$ cat config.mk
export PLATFORM = sky130hd
export DESIGN_NAME = rx_pixel_packer
export DESIGN_NICKNAME = d
export VERILOG_FILES = /design/src/rtl/rx_pixel_packer.sv
export SDC_FILE = /design/constraint.sdc
export NUM_CORES = 1
export LEC_CHECK = 0
export ABC_AREA = 1
export CORE_ASPECT_RATIO = 1.75
export CORE_MARGIN = 1.5
export CORE_UTILIZATION = 30
export CTS_BUF_LIST = sky130_fd_sc_hd__clkbuf_16
export CTS_CLUSTER_SIZE = 8
export DETAILED_ROUTE_END_ITERATION = 16
export DONT_BUFFER_PORTS = 1
export GPL_ROUTABILITY_DRIVEN = 0
export PLACE_DENSITY_LB_ADDON = 0.1
export SYNTH_ARGS = -nofsm -noshare
export SYNTH_HDL_FRONTEND = slang
export SYNTH_SLANG_ARGS = --single-unit
$ cat constraint.sdc
create_clock -name i_clk_sys -period 5 [get_ports i_clk_sys]
set_input_delay 1 -clock i_clk_sys [delete_from_list [all_inputs] [get_ports i_clk_sys]]
set_output_delay 1 -clock i_clk_sys [all_outputs]
set_load 0.02 [all_outputs]
$ cat src/rtl/rx_pixel_packer.sv
// UART byte stream to RGB444 pixel strobes: finds the A5 5A frame header, unpacks
// 3 bytes into 2 pixels, counts W*H pixels and aborts on inter-byte timeout or mode exit.
module rx_pixel_packer #(
    parameter int W       = 50,
    parameter int H       = 40,
    parameter int TIMEOUT = 100000
) (
    input  logic        i_clk_sys,
    input  logic        i_rst_n,
    input  logic [7:0]  state,
    input  logic        byte_valid,
    input  logic [7:0]  byte_data,
    output logic        rx_valid,
    output logic [11:0] rx_data,
    output logic [14:0] pix_idx,
    output logic        frame_start,
    output logic        frame_done,
    output logic        frame_err
);

    localparam int NPIX = W * H;
    localparam int GW   = $clog2(TIMEOUT + 1);
    localparam logic [7:0]    RX_STATE = 8'h02;
    localparam logic [7:0]    HDR0     = 8'hA5;
    localparam logic [7:0]    HDR1     = 8'h5A;
    localparam logic [14:0]   LAST_PIX = 15'(NPIX - 1);
    localparam logic [GW-1:0] GAP_MAX  = GW'(TIMEOUT);
    localparam logic [GW-1:0] GAP_ONE  = GW'(1);

    if ((NPIX % 2) != 0) begin : g_odd_pixels
        $error("rx_pixel_packer: W*H must be even");
    end
    if (NPIX > 32767) begin : g_too_many_pixels
        $error("rx_pixel_packer: W*H must fit in 15 bits");
    end

    typedef enum logic [2:0] {
        ST_IDLE   = 3'd0,
        ST_SYNC0  = 3'd1,
        ST_SYNC1  = 3'd2,
        ST_BYTE_A = 3'd3,
        ST_BYTE_B = 3'd4,
        ST_BYTE_C = 3'd5
    } st_t;

    st_t          st_q, st_d;
    logic [14:0]  pix_cnt_q, pix_cnt_d;
    logic [GW-1:0] gap_q, gap_d;
    logic [7:0]   a_q, a_d;
    logic [3:0]   r1_q, r1_d;
    logic         rx_valid_q, rx_valid_d;
    logic [11:0]  rx_data_q, rx_data_d;
    logic [14:0]  pix_idx_q, pix_idx_d;
    logic         start_q, start_d;
    logic         done_q, done_d;
    logic         err_q, err_d;
    logic         in_pix_s;
    logic         emit_s;
    logic [11:0]  pix_s;

    // Next-state, pixel assembly and pulse generation
    always_comb begin
        st_d       = st_q;
        pix_cnt_d  = pix_cnt_q;
        gap_d      = gap_q;
        a_d        = a_q;
        r1_d       = r1_q;
        rx_valid_d = 1'b0;
        rx_data_d  = rx_data_q;
        pix_idx_d  = pix_idx_q;
        start_d    = 1'b0;
        done_d     = 1'b0;
        err_d      = 1'b0;
        emit_s     = 1'b0;
        pix_s      = 12'h000;
        in_pix_s   = (st_q == ST_BYTE_A) || (st_q == ST_BYTE_B) || (st_q == ST_BYTE_C);

        if (st_q == ST_IDLE) begin
            gap_d = '0;
            if (state == RX_STATE) begin
                st_d = ST_SYNC0;
            end else begin
                st_d = ST_IDLE;
            end
        end else if (state != RX_STATE) begin
            // Leaving receive mode drops any byte in this cycle; only a frame in progress is an error
            st_d  = ST_IDLE;
            gap_d = '0;
            err_d = in_pix_s;
        end else if (in_pix_s && (gap_q == GAP_MAX)) begin
            st_d  = ST_SYNC0;
            gap_d = '0;
            err_d = 1'b1;
        end else begin
            if (!in_pix_s || byte_valid) begin
                gap_d = '0;
            end else if (gap_q < GAP_MAX) begin
                gap_d = gap_q + GAP_ONE;
            end else begin
                gap_d = gap_q;
            end

            if (byte_valid) begin
                case (st_q)
                    ST_SYNC0: begin
                        if (byte_data == HDR0) begin
                            st_d = ST_SYNC1;
                        end else begin
                            st_d = ST_SYNC0;
                        end
                    end
                    ST_SYNC1: begin
                        if (byte_data == HDR1) begin
                            st_d      = ST_BYTE_A;
                            start_d   = 1'b1;
                            pix_cnt_d = 15'd0;
                        end else if (byte_data == HDR0) begin
                            st_d = ST_SYNC1;
                        end else begin
                            st_d = ST_SYNC0;
                        end
                    end
                    ST_BYTE_A: begin
                        a_d  = byte_data;
                        st_d = ST_BYTE_B;
                    end
                    ST_BYTE_B: begin
                        emit_s = 1'b1;
                        pix_s  = {a_q, byte_data[7:4]};
                        r1_d   = byte_data[3:0];
                        st_d   = ST_BYTE_C;
                    end
                    ST_BYTE_C: begin
                        emit_s = 1'b1;
                        pix_s  = {r1_q, byte_data};
                        st_d   = ST_BYTE_A;
                    end
                    default: begin
                        st_d = ST_IDLE;
                    end
                endcase
            end

            if (emit_s) begin
                rx_valid_d = 1'b1;
                rx_data_d  = pix_s;
                pix_idx_d  = pix_cnt_q;
                pix_cnt_d  = pix_cnt_q + 15'd1;
                if (pix_cnt_q == LAST_PIX) begin
                    done_d = 1'b1;
                    st_d   = ST_SYNC0;
                end else begin
                    done_d = 1'b0;
                end
            end
        end
    end

    // State and output registers
    always_ff @(posedge i_clk_sys or negedge i_rst_n) begin
        if (!i_rst_n) begin
            st_q       <= ST_IDLE;
            pix_cnt_q  <= 15'd0;
            gap_q      <= '0;
            a_q        <= 8'h00;
            r1_q       <= 4'h0;
            rx_valid_q <= 1'b0;
            rx_data_q  <= 12'h000;
            pix_idx_q  <= 15'd0;
            start_q    <= 1'b0;
            done_q     <= 1'b0;
            err_q      <= 1'b0;
        end else begin
            st_q       <= st_d;
            pix_cnt_q  <= pix_cnt_d;
            gap_q      <= gap_d;
            a_q        <= a_d;
            r1_q       <= r1_d;
            rx_valid_q <= rx_valid_d;
            rx_data_q  <= rx_data_d;
            pix_idx_q  <= pix_idx_d;
            start_q    <= start_d;
            done_q     <= done_d;
            err_q      <= err_d;
        end
    end

    assign rx_valid    = rx_valid_q;
    assign rx_data     = rx_data_q;
    assign pix_idx     = pix_idx_q;
    assign frame_start = start_q;
    assign frame_done  = done_q;
    assign frame_err   = err_q;

endmodule

==> metrics.cfg <==
[final_layout]
layout_common_cells = sky130_fd_sc_hd__nand2_1 (152), sky130_fd_sc_hd__dfrtp_1 (78), sky130_fd_sc_hd__inv_1 (66)
final_common_cell = sky130_fd_sc_hd__nand2_1
layout-area-overhead-vs-synth_pct = 11.0
final_design_area_no_fill_mm2 = 0.00464
fillers = 1448
n_antenna_cell = 0
nets = 579
share_of_layout_cells_above_drive_strength_1_pct = 5.87

[logic_synthesis]
syn_area_mm2 = 0.00418
synth_fp_nets = 584
post_synth_inst_count = 562
fraction_of_the_yosys_area_taken_by_sequential_cells_pct = 46.7
yosys_warnings = 0
flip_flop_and_latch_count_after_synthesis = 78
ys_types = 31
synth.avg_cell_area_um2 = 7.44

[die]
fp.dieArea_mm2 = 0.0147
starting_utilization_of_the_core_area_pct = 30.9
die_x_um = 92.2
die_h_um = 159
design.core.area_mm2 = 0.0135
io_pins = 50
fp-row-count = 56

[routing]
dr_wl_cell_um = 15.6
detail-route-antenna-nets = 0
first_pass_iters = 4
dr.first_iter.drc_count = 138
detail_route.vias_per_cell = 4.79
count_of_vias_placed_by_the_detailed_router = 3527
drc = 0
routed_wirelength_mm = 11.5

[timing]
hold_viol_final = 0
post-route-min-period_ns = 2.83
timing.max_slew.rel_slack_pct = 41.3
clock_skew_ns = 0.0117
report.final.setup_viol = 0
setup_ws_ns = 2.17
fin_hold_ws_ns = 0.346
setup-tns-final_ns = 0
worst-slew-pin-transition_ns = 0.879
rsz0062_at_grt = no
report.final.slew_viol_count = 0
fmax_mhz = 353
finalCritPeriodShare_pct = 56.6

[global_routing]
number_of_global_route_vias_before_repair = 3673
grt_first_pass_wirelength_mm = 18.9
global_routing_usage_summed_across_all_routing_layers_pct = 16.6
globalRoute.totalOverflow = 0
antenna_found_initial = 0
grt_max_degree = 79

[critical_path]
worst_ep_required_time_ns = 5.27
cp-end-kind = register
worstRegToRegCells = 11
crit_type = register to register
setup.worst_path.start_class = register
worst_ep_arrival_time_ns = 3.10
critical_path_peak_fanout = 27

[clock_tree]
number_of_cells_upsized_or_downsized_after_cts = 0
postCtsSetupBuffers = 0
cts_buffer_depth = 2
clock_insertion_delay_worst_skew_ns = 0.34
cts_tree = done
number_of_buffers_inserted_by_hold_repair_at_cts = 0
cts_root_buffer_type = sky130_fd_sc_hd__clkbuf_16
cts-htree-levels = 3
clock_sinks = 78
tritoncts.num_buffers = 9
clk_pin_slew_ns = 0.07

[power_and_ir_drop]
ir_worst_vdd_mv = 0.173
leakagePower_nw = 2.21
design_power_total_w = 0.00136
power-per-cell-area_mw_per_mm2 = 292

[min_path]
hold_class = primary input to asynchronous set/reset pin

[status]
outcome = finished, final reports clean

[flow_run]
max_cap_violations = 0

[place]
place_ws_ns = 1.95
hpwl_mm = 8.86
placedInstanceArea_mm2 = 0.00432
port-buffer-count = 0

==> flip-flops by register name, indices dropped and copies added (netlist names) <==
register     cells
a_q              8
frame_done       1
frame_err        1
frame_start      1
gap_q           17
pix_cnt_q       15
pix_idx         15
r1_q             4
rx_data         12
rx_valid         1
st_q             3
==> worst paths after layout <==
| check | slack [ns] | start | to |
|---|---|---|---|
| worst max register to register | 2.17 | st_q[0] | pix_cnt_q[10] |
| worst min-delay path | 0.35 | i_rst_n | pix_idx[6] |
| min in group i_clk_sys | 0.47 | r1_q[0] | r1_q[0] |
| worst max-delay path | 2.17 | st_q[0] | pix_cnt_q[10] |
| worst min register to register | 0.47 | r1_q[0] | r1_q[0] |
| max in group asynchronous | 4.52 | i_rst_n | a_q[3] |
==> logic make-up after synthesis <==
kind of cell	after synthesis	synth area share, %
compound gates	80	9.75
fa+ha+maj	3	0.898
buf+inv	87	8.35
xor+xnor	11	2.30
simple gates	303	32.0
flops	78	46.7
==> worst max-delay path, cell delays in order, from the launching register on <==
cell and delay, ns:
sky130_fd_sc_hd__dfrtp_1 0.43, sky130_fd_sc_hd__nor2_1 0.63, sky130_fd_sc_hd__nand2_2 0.23, sky130_fd_sc_hd__nand2_1 0.14
sky130_fd_sc_hd__inv_2 0.10, sky130_fd_sc_hd__nor2_8 0.12, sky130_fd_sc_hd__inv_2 0.19, sky130_fd_sc_hd__nand2_1 0.11
sky130_fd_sc_hd__nand2_1 0.19, sky130_fd_sc_hd__nor2_2 0.43, sky130_fd_sc_hd__nand2_1 0.10, sky130_fd_sc_hd__nand2_1 0.08
==> synth_stat cells, drive strengths merged <==
library cell / count / area share, %
o21ai: 62 / 7.4
nor2: 66 / 6.6
nand4: 11 / 1.6
ha: 3 / 0.90
nand3b: 1 / 0.18
o22ai: 4 / 0.60
nor3: 16 / 1.9
nor3b: 3 / 0.54
dfrtp: 78 / 47
xor2: 11 / 2.3
a31oi: 2 / 0.30
a21oi: 12 / 1.4
inv: 71 / 6.4
buf: 12 / 1.6
clkbuf: 4 / 0.36
or2: 2 / 0.30
nand2: 155 / 14
nand3: 46 / 6.2
and2: 2 / 0.30
and3: 1 / 0.15
==> cell type report <==
class / instances / area [um^2] / area share [%]
multi-input cells: 397 / 1880 / 40.5
well taps: 174 / 218 / 4.69
clock inverters: 7 / 98.8 / 2.13
clock buffers: 9 / 225 / 4.85
inverters: 71 / 269 / 5.79
flip-flops and latches: 78 / 1950 / 42.0
==> metal layers <==
metal / share of wire [%] / global-route usage, % / wire (um)
met1: 38 / 17.7 / 4340
met2: 55 / 30.8 / 6360
met3: 3.3 / 2.77 / 384
met4: 3.7 / 8.11 / 425
met5: 0 / 0 / 0
==> metrics by stage <==
step / instances / utilization (%)
2_1_floorplan: 562 / -
3_3_place_gp: 720 / 31.9
3_5_place_dp: 720 / 31.9
4_1_cts: 736 / 34.3
5_1_grt: 736 / 34.3
6_report: 736 / 34.3
==> power breakdown <==
group / total [W] / switching [W] / internal (W)
Clock: 0.000718 / 0.000278 / 0.000440
Combinational: 0.00000855 / 0.00000627 / 0.00000228
Sequential: 0.000632 / 0.000000479 / 0.000631
Note: power is estimated with default switching activity, not from simulation.
